==> src/rtl/modbus_frame_tx.sv <==
// Modbus RTU response-frame transmitter: serialises a latched reply plus CRC-16 through a
// byte UART, then holds off for the 3.5-character inter-frame silence.
//
// state | meaning
// IDLE  | waiting for an accepted response request
// LOAD  | present byte[idx] to the UART and start its CRC fold
// WAIT  | fold CRC one bit per cycle while the UART shifts the byte out
// GUARD | inter-frame silence down-counter
module modbus_frame_tx #(
  parameter int unsigned CLK_FREQ  = 32'd50000000,
  parameter int unsigned BAUD_RATE = 32'd115200,
  parameter logic [7:0]  ADDR      = 8'h01
) (
  input  logic        clk_in,
  input  logic        rst_n_in,
  input  logic        tx_req,
  input  logic [1:0]  resp_type,
  input  logic [7:0]  func_code,
  input  logic [15:0] addr,
  input  logic [15:0] data,
  input  logic [7:0]  exc_code,
  input  logic        tx_done,
  output logic        tx_start,
  output logic [7:0]  tx_data,
  output logic        busy,
  output logic        frame_done
);

  localparam int unsigned GUARD_CYC  = (CLK_FREQ / BAUD_RATE) * 77 / 2;
  localparam int unsigned GW         = (GUARD_CYC > 2) ? $clog2(GUARD_CYC) : 1;
  localparam logic [GW-1:0] GUARD_LOAD = GW'(GUARD_CYC - 1);

  typedef enum logic [1:0] {
    IDLE  = 2'd0,
    LOAD  = 2'd1,
    WAIT  = 2'd2,
    GUARD = 2'd3
  } state_t;

  state_t        state_q, state_d;
  logic [1:0]    type_q, type_d;
  logic [7:0]    func_q, func_d;
  logic [15:0]   addr_q, addr_d;
  logic [15:0]   data_q, data_d;
  logic [7:0]    exc_q, exc_d;
  logic [2:0]    idx_q, idx_d;
  logic [15:0]   crc_q, crc_d;
  logic [3:0]    fold_q, fold_d;
  logic          done_seen_q, done_seen_d;
  logic [GW-1:0] guard_q, guard_d;
  logic          tx_start_d;
  logic [7:0]    tx_data_d;
  logic          busy_d;
  logic          frame_done_d;

  logic [3:0]    frame_len;
  logic [3:0]    idx_ext;
  logic [7:0]    cur_byte;

  function automatic logic [15:0] crc_step(input logic [15:0] c);
    logic [15:0] s;
    s = {1'b0, c[15:1]};
    if (c[0]) s = s ^ 16'hA001;
    return s;
  endfunction

  always_comb begin
    frame_len = 4'd5;
    case (type_q)
      2'd0:    frame_len = 4'd7;
      2'd1:    frame_len = 4'd8;
      default: frame_len = 4'd5;
    endcase
  end

  assign idx_ext = {1'b0, idx_q};

  // CRC bytes are taken straight from the running CRC; the fold of the last payload
  // byte has always finished before LOAD is re-entered.
  always_comb begin
    cur_byte = 8'h00;
    if (idx_ext == frame_len - 4'd2) begin
      cur_byte = crc_q[7:0];
    end else if (idx_ext == frame_len - 4'd1) begin
      cur_byte = crc_q[15:8];
    end else if (idx_q == 3'd0) begin
      cur_byte = ADDR;
    end else begin
      case (type_q)
        2'd0: begin
          case (idx_q)
            3'd1:    cur_byte = func_q;
            3'd2:    cur_byte = 8'h02;
            3'd3:    cur_byte = data_q[15:8];
            3'd4:    cur_byte = data_q[7:0];
            default: cur_byte = 8'h00;
          endcase
        end
        2'd1: begin
          case (idx_q)
            3'd1:    cur_byte = func_q;
            3'd2:    cur_byte = addr_q[15:8];
            3'd3:    cur_byte = addr_q[7:0];
            3'd4:    cur_byte = data_q[15:8];
            3'd5:    cur_byte = data_q[7:0];
            default: cur_byte = 8'h00;
          endcase
        end
        default: begin
          case (idx_q)
            3'd1:    cur_byte = func_q | 8'h80;
            3'd2:    cur_byte = exc_q;
            default: cur_byte = 8'h00;
          endcase
        end
      endcase
    end
  end

  always_comb begin
    state_d      = state_q;
    type_d       = type_q;
    func_d       = func_q;
    addr_d       = addr_q;
    data_d       = data_q;
    exc_d        = exc_q;
    idx_d        = idx_q;
    crc_d        = crc_q;
    fold_d       = fold_q;
    done_seen_d  = done_seen_q;
    guard_d      = guard_q;
    tx_start_d   = 1'b0;
    tx_data_d    = tx_data;
    busy_d       = busy;
    frame_done_d = 1'b0;

    case (state_q)
      IDLE: begin
        // frame_done still high means the guard just expired this cycle; hold off one cycle
        if (tx_req && (resp_type != 2'd3) && !frame_done) begin
          type_d      = resp_type;
          func_d      = func_code;
          addr_d      = addr;
          data_d      = data;
          exc_d       = exc_code;
          idx_d       = 3'd0;
          crc_d       = 16'hFFFF;
          fold_d      = 4'd0;
          done_seen_d = 1'b0;
          busy_d      = 1'b1;
          state_d     = LOAD;
        end
      end
      LOAD: begin
        tx_start_d  = 1'b1;
        tx_data_d   = cur_byte;
        done_seen_d = 1'b0;
        if (idx_ext < frame_len - 4'd2) begin
          crc_d  = crc_q ^ {8'h00, cur_byte};
          fold_d = 4'd8;
        end
        state_d = WAIT;
      end
      WAIT: begin
        if (fold_q != 4'd0) begin
          crc_d  = crc_step(crc_q);
          fold_d = fold_q - 4'd1;
        end
        if ((tx_done || done_seen_q) && (fold_q == 4'd0)) begin
          done_seen_d = 1'b0;
          if (idx_ext + 4'd1 < frame_len) begin
            idx_d   = idx_q + 3'd1;
            state_d = LOAD;
          end else begin
            guard_d = GUARD_LOAD;
            state_d = GUARD;
          end
        end else if (tx_done) begin
          done_seen_d = 1'b1;
        end
      end
      GUARD: begin
        if (guard_q == '0) begin
          frame_done_d = 1'b1;
          busy_d       = 1'b0;
          state_d      = IDLE;
        end else begin
          guard_d = guard_q - 1'b1;
        end
      end
      default: state_d = IDLE;
    endcase
  end

  always_ff @(posedge clk_in) begin
    if (!rst_n_in) begin
      state_q     <= IDLE;
      type_q      <= 2'd0;
      func_q      <= 8'h00;
      addr_q      <= 16'h0000;
      data_q      <= 16'h0000;
      exc_q       <= 8'h00;
      idx_q       <= 3'd0;
      crc_q       <= 16'h0000;
      fold_q      <= 4'd0;
      done_seen_q <= 1'b0;
      guard_q     <= '0;
      tx_start    <= 1'b0;
      tx_data     <= 8'h00;
      busy        <= 1'b0;
      frame_done  <= 1'b0;
    end else begin
      state_q     <= state_d;
      type_q      <= type_d;
      func_q      <= func_d;
      addr_q      <= addr_d;
      data_q      <= data_d;
      exc_q       <= exc_d;
      idx_q       <= idx_d;
      crc_q       <= crc_d;
      fold_q      <= fold_d;
      done_seen_q <= done_seen_d;
      guard_q     <= guard_d;
      tx_start    <= tx_start_d;
      tx_data     <= tx_data_d;
      busy        <= busy_d;
      frame_done  <= frame_done_d;
    end
  end

endmodule

==> config.mk <==
export PLATFORM = sky130hd
export DESIGN_NAME = modbus_frame_tx
export DESIGN_NICKNAME = d
export VERILOG_FILES = /design/src/rtl/modbus_frame_tx.sv
export SDC_FILE = /design/constraint.sdc
export NUM_CORES = 1
export LEC_CHECK = 0
export ABC_AREA = 1
export CORE_AREA = 2 2 105 127
export CTS_BUF_LIST = sky130_fd_sc_hd__clkbuf_4 sky130_fd_sc_hd__clkbuf_8
export CTS_CLUSTER_DIAMETER = 200
export DETAILED_ROUTE_END_ITERATION = 8
export DIE_AREA = 0 0 107 129
export GPL_ROUTABILITY_DRIVEN = 0
export PLACE_DENSITY = 0.68
export SYNTH_ARGS = -nofsm -noshare
export SYNTH_HDL_FRONTEND = slang
export SYNTH_SLANG_ARGS = --single-unit
==> constraint.sdc <==
create_clock -name clk_in -period 2.05 [get_ports clk_in]
set_input_delay 0.3075 -clock clk_in [delete_from_list [all_inputs] [get_ports clk_in]]
set_output_delay 0.3075 -clock clk_in [all_outputs]
set_load 0.1 [all_outputs]
# --- After elaboration in Yosys (flattened, before gate mapping) ---
# Index checks and enable logic that the tools add are counted.
totals:
  register_bits: 102
  word_cells: 108
op_classes:
  n_addsub: 6
  magnitude_cmp: 2
  n_eq_ne: 21
  mux: 39
  bitwise: 2
  reduce_logical: 23
ops:
  columns: ["operator", "count"]
  rows:
  - ["$mux W16", 4]
  - ["$pmux W16 S3", 1]
  - ["$mux W15", 3]
  - ["$pmux W8 S5", 1]
  - ["$pmux W8 S2", 2]
  - ["$pmux W8 S4", 1]
  - ["$pmux W15 S2", 1]
  - ["$mux W8", 3]
  - ["$ne A2 B2 Y1 const B", 9]
  - ["$xor A16 B8 Y16", 1]
  - ["$logic_not A15 Y1", 1]
  - ["$sub A15 B1 Y15 const B", 1]
  - ["$mux W4", 3]
  - ["$pmux W4 S3", 1]
  - ["$reduce_and A4 Y1", 3]
  - ["$mux W3", 3]
  - ["$reduce_and A3 Y1", 3]
  - ["$eq A3 B4 Y1", 2]
  - ["$mux W2", 4]
  - ["$pmux W2 S4", 1]
  - ["$pmux W4 S2", 1]
  - ["$sub A4 B1 Y4 const B", 2]
  - ["$mux W1", 7]
  - ["$eq A3 B2 Y1 const B", 2]
  - ["other kinds (24)", 33]

# --- Depth between registers and ports, before layout ---
logic_depth:
  word_depth: 9
  depth_mapped: 17
  ltp_nobuf: 16

# --- Worst setup path before layout ---
# No wires, ideal clock.
synth_timing:
  path_kind: "flip-flop to flip-flop"
  from: "register idx_q[2]"
  to: "register guard_q[3]"
  arrival_time_ns: 2.022
  path_slack_ns: -0.090
  stages_incl_launch_ff: 14
  n_path_buf: 2
  path_cell_list: "dfxtp_1 buf_6 inv_2 ha_1 inv_1 ha_1 nand2_1 o21ai_0 nand2_1 o22ai_2 nand2_2 buf_4 nor3_1 nor2_1"
synth_between:
  elab_chain_len: 4
synth_lines:
  columns: ["item", "line_no", "rtl"]
  rows:
  - ["start, declared", "46", "logic [2:0] idx_q, idx_d;"]
  - ["start signal, assigned", "219", "idx_q <= idx_d;"]
  - ["$add A3 B1 Y4", "171", "if (idx_ext + 4'd1 < frame_len) begin"]
  - ["$lt A4 B4 Y1", "171", null]
  - ["$ne A2 B2 Y1 (no source line)", null, null]
  - ["$reduce_and A4 Y1 (no source line)", null, null]
  - ["end signal, assigned", "223", "guard_q <= guard_d;"]
  - ["end, declared", "50", "logic [GW-1:0] guard_q, guard_d;"]
# Every way passes these cells.
# A chain may end at the register's enable or synchronous reset.

# --- Final worst setup path ---
layout_timing:
  from: "register idx_q[1]"
  to: "register guard_q[3]"
# The elaborated chain is that of the path after synthesis.

==> metrics <==
CTS tree yes; most common cell after layout, fill and taps aside nand2_1; Clock Sinks 102; clk slew on worst S/H paths 0.10 ns; Buf/Inv on CP 2; Worst path slowest cell dfxtp_4; Worst path max stage delay 0.38 ns; Slew Viols, Final 0; post-synthesis instance total 828; worst slew pin tran 0.506 ns; Post-synth EDFFs 0; Final Net Count 1000; DP HPWL 10.5 mm; syn nets 902; Net Sw Power 0.00388 W; combinational power share 0.505; WHS Path Cells 3; Cell Int Power 0.00476 W; worst skew pair latency 0.38 ns; Yosys reg bits 102; DR WL/cell 13.5 um; Max Buffers Root-to-Sink 2; R2R setup slack -0.13 ns; first-pass GRT wire length 23.6 mm; Worst setup EP type flip-flop; I/O Buffers 64; I/O pin cnt 65; TritonCTS Buffers 9; FF-to-FF path depth 12; reg2reg start idx_q[1]; worst hold start rst_n_in; Async SR Flop Fraction 0; final worst-path setup slack -0.126 ns; Worst Skew 0.0131 ns; Die ar. 0.0138 mm2; Yosys cell types 41; core area 0.0126 mm2; Initial DRC Count 308; switch share 0.449; via-per-instance ratio 5.08; failing checks negative setup slack; Initial Util 0.440; sequential share of power 0.341; Crit Reg-Reg Endpoint guard_q[3]; die span in x 107 um; Lkg Pwr 3.04 nW; Slew HR 0.659; Fill cells 1211; Hold Vio Cnt, Final 0; GRT Residual Overflow 0; Seq/Total Area, Yosys 0.369; CP Cell Sequence ha_4 -> ha_4 -> inv_4 -> ha_4 -> nand2_1 -> o21ai_1 -> nand2_1 -> o22ai_4 -> nand2_4 -> buf_6 -> nor3_2 -> nor2_1; Synth Cell Area 0.00553 mm2; Hold EP guard_q[4]; antenna violations before repair 0; routed via count 5568; Area growth syn-to-layout 29.3%; Routed Antenna Nets 0; vias in the first global route 5007; most frequent CP cell ha_4; detailed-route wire length 14.8 mm; share of cells above drive strength 1 0.177; Max Clk Rate 460 MHz; H-tree Lvls 3; average size of a mapped cell 6.67 um2; status finished, violations left; HP Class in -> reg; commonest non-fill, non-tap cells in the layout nand2_1, inv_1, dfxtp_1; Inserted Diodes 0; critical path launch point type flip-flop; Req. time, crit path 2.33 ns; Syn. warnings 0; WP data arrival 2.45 ns; Initial DRT Pass Iterations 4; root buf cell clkbuf_8; Fin Hold WS 0.332 ns; DR DRC count 0; fin crit share 1.06; unrepaired setup endpoints after global routing yes; VDD IR max 0.722 mV; maximum capacitance violations 0; final setup fails 15; dominant synthesized flop cell dfxtp_1; Vert. Die Dim 129 um; crit-path max FO 8; largest net degree at the start of global routing 72; Tmin final 2.18 ns; pwr dens 1210 mW/mm2; Tot GR Track Use 0.213; Worst path top cell family by delay adder cells; CTS Hold Bufs 0; CP Class reg -> reg; row cnt 45; clock power share 0.154; setup TNS -1.38 ns
[worst max-delay path by stage]
| stage | startpoint | depth (start not counted) | end | slack (ns) |
|---|---|---|---|---|
| 2_1_floorplan | idx_q[2] | 14 | guard_q[1] | 0.002 |
| 4_1_cts | idx_q[1] | 15 | crc_q[3] | -0.03 |
| 5_1_grt | idx_q[1] | 12 | guard_q[3] | -0.19 |
| 3_5_place_dp | idx_q[0] | 12 | guard_q[10] | -0.14 |
| 6_report | idx_q[1] | 12 | guard_q[3] | -0.13 |
| 3_3_place_gp | idx_q[0] | 12 | guard_q[4] | -0.10 |
[metrics by stage]
| step | setup WS, ns | total power, W | std cells | util | cell area [um2] |
|---|---|---|---|---|---|
| 2_1_floorplan | 0.00191 | 0.00578 | 828 | - | 5540 |
| 4_1_cts | -0.0259 | 0.00837 | 1090 | 0.544 | 6830 |
| 5_1_grt | -0.188 | 0.00930 | 1095 | 0.569 | 7140 |
| 6_report | -0.126 | 0.00863 | 1095 | 0.569 | 7140 |
| 3_5_place_dp | -0.141 | 0.00703 | 1073 | 0.526 | 6610 |
| 3_3_place_gp | -0.103 | 0.00700 | 1073 | 0.526 | 6610 |
[state kept, by name (all words and copies together), names as in the netlist]
register     cells
data_q          16
fold_q           4
frame_done       1
state_q          2
guard_q         15
type_q           2
crc_q           16
idx_q            3
tx_start         1
addr_q          16
tx_data          8
func_q           8
exc_q            8
done_seen_q      1
busy             1
[synthesized netlist by cell type (2+ instances only)]
library cell,instances,share of area
o31ai_1,2,0.0027
nor2_1,70,0.048
inv_1,103,0.070
o22ai_1,2,0.0023
buf_2,4,0.0036
xnor2_1,4,0.0063
o211ai_1,2,0.0027
buf_6,6,0.012
clkinv_1,4,0.0027
nor3_1,13,0.012
clkbuf_1,23,0.016
ha_1,20,0.045
nor3_2,2,0.0036
nand4_1,4,0.0045
o21ai_1,2,0.0018
a211oi_1,7,0.0095
nand3_1,47,0.043
a31oi_1,3,0.0034
xor2_1,3,0.0048
nor2_4,3,0.0061
nor2_2,3,0.0034
inv_2,7,0.0048
or2_2,3,0.0034
o21ai_0,81,0.073
nand2_2,5,0.0057
a21oi_1,107,0.097
dfxtp_1,102,0.37
nand2_1,183,0.12
[layout make-up]
cell class | instances | area (um2) | share of cell area
multi-input combinational | 576 | 3120 | 0.437
sequential | 102 | 2060 | 0.288
timing repair buffer | 122 | 1100 | 0.154
inverter | 114 | 452 | 0.0632
tap | 164 | 205 | 0.0287
clock buffer | 11 | 139 | 0.0194
clock inverter | 5 | 58.8 | 0.00823
timing repair inverter | 1 | 8.76 | 0.00123
[worst reg2reg max path, delay by kind of cell (launching register included)]
kind                     cells  cell delay (ns)
buffers and inverters        2             0.20
adder cells (fa/ha/maj)      3             0.67
flip-flops                   1             0.38
AO/OA/AOI/OAI                2             0.35
AND/OR/NAND/NOR              5             0.48
[cells by family after synthesis]
family	share of synthesized area
xor gates and xnor gates	0.0111
AOI/OAI and AO/OA	0.202
other	0.000679
buffers and inverters	0.112
and+or+nand+nor	0.260
DFF	0.369
adders and majority gates	0.0453
[power by group through the flow]
stage	combinational (W)	sequential, W	clock (W)
finish	0.00436	0.00295	0.00133
global placement	0.00405	0.00295	0
CTS	0.00410	0.00292	0.00136
floorplan	0.00239	0.00338	0
global route	0.00484	0.00301	0.00144
detailed placement	0.00407	0.00296	0
[repair_timing]
| item | in CTS | in global routing |
|---|---|---|
| pin swaps | 3 | 23 |
| gates resized for setup | 6 | 70 |
| buffers inserted | 1 | 5 |
| gates cloned | 0 | 1 |
| setup endpoints to repair | 17 | 37 |
| endpoints found under the hold margin | 0 | 0 |
[per-layer routing]
layer,up-vias,routed length (um),GRT usage
li1,2874,-,-
met1,2552,6460,0.263
met2,112,7350,0.372
met3,30,519,0.0334
met4,0,430,0.0810
met5,-,0,0
Power figures use the tool's default switching activity.
